==> config.mk <==
export PLATFORM = sky130hd
export DESIGN_NAME = reg_wb_arbiter
export DESIGN_NICKNAME = d
export VERILOG_FILES = /design/src/rtl/rf_pkg.sv /design/src/rtl/rr_arb2.sv /design/src/rtl/reg_wb_arbiter.sv
export SDC_FILE = /design/constraint.sdc
export NUM_CORES = 1
export LEC_CHECK = 0
export BUFFER_PORTS_ARGS = -buffer_cell sky130_fd_sc_hd__buf_2
export CORE_ASPECT_RATIO = 1.75
export CORE_MARGIN = 3
export CORE_UTILIZATION = 46
export CTS_CLUSTER_SIZE = 16
export DETAILED_ROUTE_END_ITERATION = 10
export HOLD_SLACK_MARGIN = 0.05
export PLACE_DENSITY = 0.88
export SKIP_CTS_REPAIR_TIMING = 1
export SLEW_MARGIN = 0
export SYNTH_ARGS = -nofsm -noshare
export SYNTH_HDL_FRONTEND = slang
export SYNTH_SLANG_ARGS = --single-unit
==> constraint.sdc <==
create_clock -name clk -period 1.7 [get_ports clk]
set_clock_uncertainty 0.1 [all_clocks]
set_input_delay 0 -clock clk [delete_from_list [all_inputs] [get_ports clk]]
set_output_delay 0 -clock clk [all_outputs]
set_load 0.02 [all_outputs]
==> src/rtl/rf_pkg.sv <==
// Shared register-file definitions: widths, requester indices, writeback request payload.
package rf_pkg;

  localparam int unsigned ADDR_W  = 5;
  localparam int unsigned DATA_W  = 32;
  localparam int unsigned NREG    = 1 << ADDR_W;

  // Requester indices on the shared write port
  localparam int unsigned REQ_ALU = 0;
  localparam int unsigned REQ_LD  = 1;

  typedef struct packed {
    logic              valid;
    logic [ADDR_W-1:0] addr;
    logic [DATA_W-1:0] data;
  } wb_req_t;

endpackage

==> src/rtl/rr_arb2.sv <==
// Two-input round-robin arbiter.
// Ports:
//   clk, rst_n : clock, async active-low reset
//   req[1:0]   : request lines
//   gnt[1:0]   : grant, one-hot or zero, combinational from req and the priority flop
// The priority flop names the winner under contention and toggles only when
// both requests are present; a lone requester wins without disturbing it.
module rr_arb2 (
  input  logic       clk,
  input  logic       rst_n,
  input  logic [1:0] req,
  output logic [1:0] gnt
);

  logic r_prio;
  logic w_both;

  assign w_both = req[0] & req[1];

  // Grant: lone requester wins, contention resolved by r_prio
  always_comb begin
    gnt    = 2'b00;
    gnt[0] = req[0] & (~req[1] | ~r_prio);
    gnt[1] = req[1] & (~req[0] |  r_prio);
  end

  // Priority flop: flips after each contended grant
  always_ff @(posedge clk or negedge rst_n) begin
    if (!rst_n) begin
      r_prio <= 1'b0;
    end else if (w_both) begin
      r_prio <= ~r_prio;
    end
  end

endmodule

==> src/rtl/reg_wb_arbiter.sv <==
// Register-file write-port arbiter and pending-write scoreboard.
// Ports:
//   clk, rst_n                     : clock, async active-low reset
//   wb0_valid/addr/data, wb0_ready : ALU writeback request and accept
//   wb1_valid/addr/data, wb1_ready : load writeback request and accept
//   rsv_valid, rsv_addr            : destination reservation from ID
//   reg_wr, reg_write_addr, reg_din: registered register-file write port
//   busy[NREG-1:0]                 : per-register pending-write flags
module reg_wb_arbiter
  import rf_pkg::*;
#(
  parameter int unsigned ADDR_W = rf_pkg::ADDR_W,
  parameter int unsigned DATA_W = rf_pkg::DATA_W,
  parameter int unsigned NREG   = rf_pkg::NREG
) (
  input  logic              clk,
  input  logic              rst_n,
  input  logic              wb0_valid,
  input  logic [ADDR_W-1:0] wb0_addr,
  input  logic [DATA_W-1:0] wb0_data,
  output logic              wb0_ready,
  input  logic              wb1_valid,
  input  logic [ADDR_W-1:0] wb1_addr,
  input  logic [DATA_W-1:0] wb1_data,
  output logic              wb1_ready,
  input  logic              rsv_valid,
  input  logic [ADDR_W-1:0] rsv_addr,
  output logic              reg_wr,
  output logic [ADDR_W-1:0] reg_write_addr,
  output logic [DATA_W-1:0] reg_din,
  output logic [NREG-1:0]   busy
);

  wb_req_t           w_req [2];
  logic [1:0]        w_vld;
  logic [1:0]        w_gnt;
  logic              w_xfer;
  logic [ADDR_W-1:0] w_sel_addr;
  logic [DATA_W-1:0] w_sel_data;
  logic [NREG-1:0]   w_set;
  logic [NREG-1:0]   w_clr;

  logic              r_reg_wr;
  logic [ADDR_W-1:0] r_reg_write_addr;
  logic [DATA_W-1:0] r_reg_din;
  logic [NREG-1:0]   r_busy;

  // Gather requests into the shared payload form
  always_comb begin
    w_req[REQ_ALU] = '{valid: wb0_valid, addr: wb0_addr, data: wb0_data};
    w_req[REQ_LD]  = '{valid: wb1_valid, addr: wb1_addr, data: wb1_data};
    w_vld          = {w_req[REQ_LD].valid, w_req[REQ_ALU].valid};
  end

  rr_arb2 u_arb (
    .clk   (clk),
    .rst_n (rst_n),
    .req   (w_vld),
    .gnt   (w_gnt)
  );

  assign wb0_ready = w_gnt[REQ_ALU];
  assign wb1_ready = w_gnt[REQ_LD];
  assign w_xfer    = |w_gnt;

  // Winning payload
  always_comb begin
    w_sel_addr = w_req[REQ_ALU].addr;
    w_sel_data = w_req[REQ_ALU].data;
    if (w_gnt[REQ_LD]) begin
      w_sel_addr = w_req[REQ_LD].addr;
      w_sel_data = w_req[REQ_LD].data;
    end
  end

  // Output stage: r0 writes are accepted and latched but never enabled
  always_ff @(posedge clk or negedge rst_n) begin
    if (!rst_n) begin
      r_reg_wr         <= 1'b0;
      r_reg_write_addr <= '0;
      r_reg_din        <= '0;
    end else begin
      r_reg_wr <= w_xfer && (w_sel_addr != '0);
      if (w_xfer) begin
        r_reg_write_addr <= w_sel_addr;
        r_reg_din        <= w_sel_data;
      end
    end
  end

  // Scoreboard set/clear masks; index 0 is left out so busy[0] stays 0
  always_comb begin
    w_set = '0;
    w_clr = '0;
    for (int unsigned i = 1; i < NREG; i++) begin
      w_set[i] = rsv_valid && (rsv_addr == ADDR_W'(i));
      w_clr[i] = r_reg_wr && (r_reg_write_addr == ADDR_W'(i));
    end
  end

  // Set applied after clear so a new reservation wins over a retiring write
  always_ff @(posedge clk or negedge rst_n) begin
    if (!rst_n) begin
      r_busy <= '0;
    end else begin
      r_busy <= (r_busy & ~w_clr) | w_set;
    end
  end

  assign reg_wr         = r_reg_wr;
  assign reg_write_addr = r_reg_write_addr;
  assign reg_din        = r_reg_din;
  assign busy           = r_busy;

endmodule
# == Yosys cells after proc, flatten, opt, wreduce, memory -nomap -nowiden ==
# Index checks and enable logic that the tools add are counted.
# op_classes
eq_ne,62
mux,2
bitwise,11
reduce_logical,65
# op_table
op,n
$eq 5x5->1 const B,32
$eq 5x4->1 const B,16
$logic_and 1x1->1,63
$eq 5x3->1 const B,8
$and 32x32->32,1
$mux 32,1
$not 32->32,1
$or 32x32->32,1
$eq 5x2->1 const B,4
$eq 5x1->1 const B,2
$mux 5,1
$reduce_bool 5->1,1
$and 1x1->1,3
$not 1->1,3
$or 1x1->1,2
$reduce_or 2->1,1
# word_totals
reg_bits,71
in_bits,84
output_inout_bits,72
wordCells,145

# == Depth between registers and ports, before layout ==
# depth
ltp_word,6
mapped_depth,5
ltp_nobuf,3

# == Hierarchy ==
# Synthesis repeated with hierarchy kept, for this count alone.
# unflattened
hier_cells,299
area_unflattened_um2,3096.7
# modules_own_cells
module,instances,cells_per_inst,area_each_um2,seq_area_each_um2
reg_wb_arbiter,1,293,3040.4,1726.7
rr_arb2,1,6,56.3,25.0

# == Worst setup path after synthesis ==
# Ideal clock, no wire load.
# synth_path
path_type,register -> register
startpoint,"reg r_reg_write_addr[4], in the netlist reg_write_addr[4]"
endpoint,"reg r_busy[2], in the netlist busy[2]"
setup_time_ps,126
t_arrival_ps,1246
t_required_ps,1474
slack_ps,228
path_stages_with_launch,4
path_buffers,0
period_less_slack_ps,1472
cell_sequence,dfrtp_1 > or4b_4 > o21ai_1 > o21ai_1
# synth_via
elab_chain_len,5
# synth_rtl
element,line,text
from (decl),reg_wb_arbiter.sv:44,logic [ADDR_W-1:0] r_reg_write_addr;
from (signal assigned),reg_wb_arbiter.sv:85,r_reg_write_addr <= w_sel_addr;
$eq 5x2->1,reg_wb_arbiter.sv:97,w_clr[i] = r_reg_wr && (r_reg_write_addr == ADDR_W'(i));
$logic_and 1x1->1,reg_wb_arbiter.sv:97,
$not 32->32,reg_wb_arbiter.sv:106,r_busy <= (r_busy & ~w_clr) | w_set;
$and 32x32->32,reg_wb_arbiter.sv:106,
$or 32x32->32,reg_wb_arbiter.sv:106,
to (signal assigned),reg_wb_arbiter.sv:106,
to (decl),reg_wb_arbiter.sv:46,logic [NREG-1:0] r_busy;
# No other way between the ends.
# A chain may end at the register's enable or synchronous reset.

# == Worst setup path after layout ==
# layout_path
startpoint,reg u_arb.r_prio
endpoint,out wb1_ready
# layout_via
elab_chain_len,2
# layout_rtl
element,line,text
from (decl),rr_arb2.sv:15,logic r_prio;
from (signal assigned),rr_arb2.sv:32,r_prio <= ~r_prio;
$or 1x1->1,rr_arb2.sv:24,gnt[1] = req[1] & (~req[0] | r_prio);
$and 1x1->1,rr_arb2.sv:24,
to (decl),reg_wb_arbiter.sv:25,"output logic wb1_ready,"
# No other way between the ends.

==> results summary <==
The flow ran to the end, and the final reports show no timing, DRC or antenna violations. The reported leakage power is 0.00229 uW. The synthesis warning total came out at 0. The total of endpoints with negative setup slack in the final report came out at 0.

The number of vias in the routed layout is 3541. The starting DRC count in detailed routing came out at 506. Across the VDD grid, the largest voltage drop is 0.809 mV. The endpoint required time on the critical path is 1600 ps. The netlist uses 31 different library cells. The number of antenna violations at the first check in global routing is 1.

The share of synthesized area occupied by flip-flops and latches is 0.562. In the final routed layout, each cell accounts on average for 20.6 um. In this run the worst hold path is classified as in -> async. Derived from the worst setup path, the maximum achievable clock frequency is 0.591 GHz. After routing, the total negative slack on setup checks comes to 0 ps. The floorplan row count came out at 39. The clock reaches the later pin of the worst-skew pair after 340 ps.

The number of buffer cells added on primary ports is 154. Once placement completed, the tool counted placed cells totaling 499. The register-to-register setup slack is 150 ps. In this run the critical register-to-register path is launched from u_arb.r_prio. The H-tree generated during clock tree synthesis spans 3 levels. The first global-routing pass estimated 14500 um of wire. The clock transition time at the flip-flop clock pins of the worst setup and hold paths is 60 ps. The max capacitance violation total is 0. The area growth from synthesis to layout is 66.3%. The startpoint of the worst setup timing path is u_arb.r_prio.

The detailed-placement wirelength estimate came out at 6820 um. The die boundary width is 68.2 um. The number of remaining DRC errors came out at 0. The number of vias per cell is 5.92. The final hold slack came out at 17.5 ps. The post-detailed-routing wire length came out at 12300 um.

Across every metal layer, demand over resource in global routing totals 0.247. When the netlist entered floorplanning its net count stood at 355. After the last flow step, the layout net total stands at 594. On the worst path, the slowest cell contributes a delay of 450 ps. The via count of the first global-routing pass came to 2956. Traced cell by cell, the critical path runs through nand2b_1 > nand2_4 > buf_12 > inv_1 > buf_2. Before antenna repair, the detailed router went through 6 iterations. The worst setup path is captured at an output port. The height of the die came out at 115 um.

The hold violation total from the final report is 0. The maximum clock path buffer count came out at 2. The synthesized cell area is 3120 sq um. The top-level port count came out at 156.

Leaving out fill and tap cells, the most frequent cells in the layout are sky130_fd_sc_hd__buf_2, sky130_fd_sc_hd__dlygate4sd3_1, sky130_fd_sc_hd__dfrtp_1, sky130_fd_sc_hd__o21ai_0, sky130_fd_sc_hd__o221a_2. The count of antenna-violating nets left after detailed routing is 0. The starting density of the core came out at 0.477. The number of buffers created by CTS came out at 9. The ratio of cells with drive above 1 in the final layout came out at 0.435. The count of state elements after synthesis is 70. The final weighted congestion in routability-driven placement came out at 0.839. Of the available clock period, the critical path in the final layout requires 0.995.

Measured in cells, the most critical reg-to-reg path has a length of 4. The clock sink count is 70. The root buffer cell is sky130_fd_sc_hd__clkbuf_16. A synthesized cell averages 11.5 sq um.

The post-layout instance area came out at 5180 sq um. The largest driver fanout on the critical path is 17. The placed standard-cell area came out at 3990 sq um.

The final critical delay including setup and external delays is 1690 ps. The fill cell total of the finished layout is 375. The arrival time at the worst endpoint is 1590 ps. The core region is 6540 sq um. Synthesis produced a netlist whose cell count is 271. Leaving out fill and tap cells, the most frequent cell in the layout is sky130_fd_sc_hd__buf_2. The finished layout holds 598 standard cells, fillers aside. The sort of element at the start of the critical path is a flop. The destination of the worst register-to-register timing path is reg_din[0].

The critical path in this run is classified as reg -> out. The maximum number of pins on one net before global-route repair came out at 34. The critical path endpoint is wb1_ready. Dividing total power by cell area gives a power density of 1430 nW/um^2. TritonCTS built the clock tree. The overall overflow remaining after global route came out at 0. The area of the die is 7840 sq um. The total chip power came out at 7440 uW.

The count of pins over their slew limit is 0. The slowest stage of the critical path belongs to the cell sky130_fd_sc_hd__dfrtp_1.
how the worst min path moves through the flow:
stage	from	endpoint	slack, ps	cells after the start
2_1_floorplan	rst_n	busy[10]	-400	0
3_3_place_gp	rst_n	reg_din[7]	-170	1
3_5_place_dp	rst_n	reg_din[12]	-170	1
4_1_cts	rst_n	reg_din[1]	-520	1
5_1_grt	rst_n	reg_din[1]	60	2
6_report	rst_n	reg_din[1]	20	2
synthesized netlist by cell type:
cell,count,area (sq um)
sky130_fd_sc_hd__nand2b_1,6,37.5
sky130_fd_sc_hd__o22ai_1,1,6.26
sky130_fd_sc_hd__xnor2_1,1,8.76
sky130_fd_sc_hd__inv_1,2,7.51
sky130_fd_sc_hd__or2_0,1,6.26
sky130_fd_sc_hd__or2_2,3,18.8
sky130_fd_sc_hd__clkbuf_1,5,18.8
sky130_fd_sc_hd__a21o_1,1,7.51
sky130_fd_sc_hd__or4_1,2,15.0
sky130_fd_sc_hd__nand3_1,4,20.0
sky130_fd_sc_hd__buf_6,2,22.5
sky130_fd_sc_hd__o21ai_0,56,280
sky130_fd_sc_hd__or2b_2,2,17.5
sky130_fd_sc_hd__or4b_4,1,13.8
sky130_fd_sc_hd__o21ai_1,6,30.0
sky130_fd_sc_hd__and2b_1,1,7.51
sky130_fd_sc_hd__nand4bb_1,3,33.8
sky130_fd_sc_hd__nand4_1,2,12.5
sky130_fd_sc_hd__dfrtp_1,70,1750
sky130_fd_sc_hd__nor2_1,3,11.3
sky130_fd_sc_hd__buf_4,5,37.5
sky130_fd_sc_hd__nand2_1,9,33.8
sky130_fd_sc_hd__buf_2,3,15.0
sky130_fd_sc_hd__nand2_2,1,6.26
sky130_fd_sc_hd__clkbuf_2,1,5.00
sky130_fd_sc_hd__nor2b_1,3,18.8
sky130_fd_sc_hd__o221a_2,37,417
sky130_fd_sc_hd__conb_1,1,3.75
sky130_fd_sc_hd__a211o_1,1,8.76
sky130_fd_sc_hd__or3_1,35,219
sky130_fd_sc_hd__nand4b_1,3,26.3
critical path, delay by kind of cell (launching register included):
family	cells	cell delay [ps]
flops	1	450
simple gates	2	430
buf+inv	3	380
stage by stage:
stage	setup WS (ps)	util
2_1_floorplan	228	-
3_3_place_gp	289	0.610
3_5_place_dp	252	0.610
4_1_cts	-26.9	0.663
5_1_grt	-56.4	0.793
6_report	9.01	0.793
logic make-up after synthesis:
logic type      count (synthesis)  synth area share
compound gates                102             0.240
xor+xnor                        1           0.00281
buf+inv                        18            0.0341
flops                          70             0.562
other cells                     1           0.00120
simple gates                   79             0.160
flip-flops by register name, indices dropped and copies added (netlist names):
name            flops
reg_wr              1
reg_din            32
busy               31
reg_write_addr      5
u_arb.r_prio        1
routing by layer:
metal	wire, um	up-vias	global-route usage
li1	-	1522	-
met1	4270	1695	0.299
met2	6410	267	0.403
met3	1130	57	0.0616
met4	512	0	0.117
met5	0	-	0
power by group:
| group | total [uW] | switching, uW | internal [uW] |
|---|---|---|---|
| Sequential | 2590 | 358 | 2230 |
| Combinational | 2670 | 1600 | 1060 |
| Clock | 2180 | 714 | 1470 |
cell type report:
| cell class | instances | area [sq um] | share of cell area |
|---|---|---|---|
| diodes | 1 | 2.50 | 0.000483 |
| inverters | 2 | 7.51 | 0.00145 |
| multi-input cells | 183 | 1270 | 0.245 |
| well taps | 82 | 103 | 0.0198 |
| flip-flops and latches | 70 | 1750 | 0.338 |
| clock inverters | 6 | 109 | 0.0210 |
| repair buffers | 244 | 1700 | 0.329 |
| clock buffers | 10 | 239 | 0.0461 |
No activity file was read; power rests on OpenSTA's default activity.
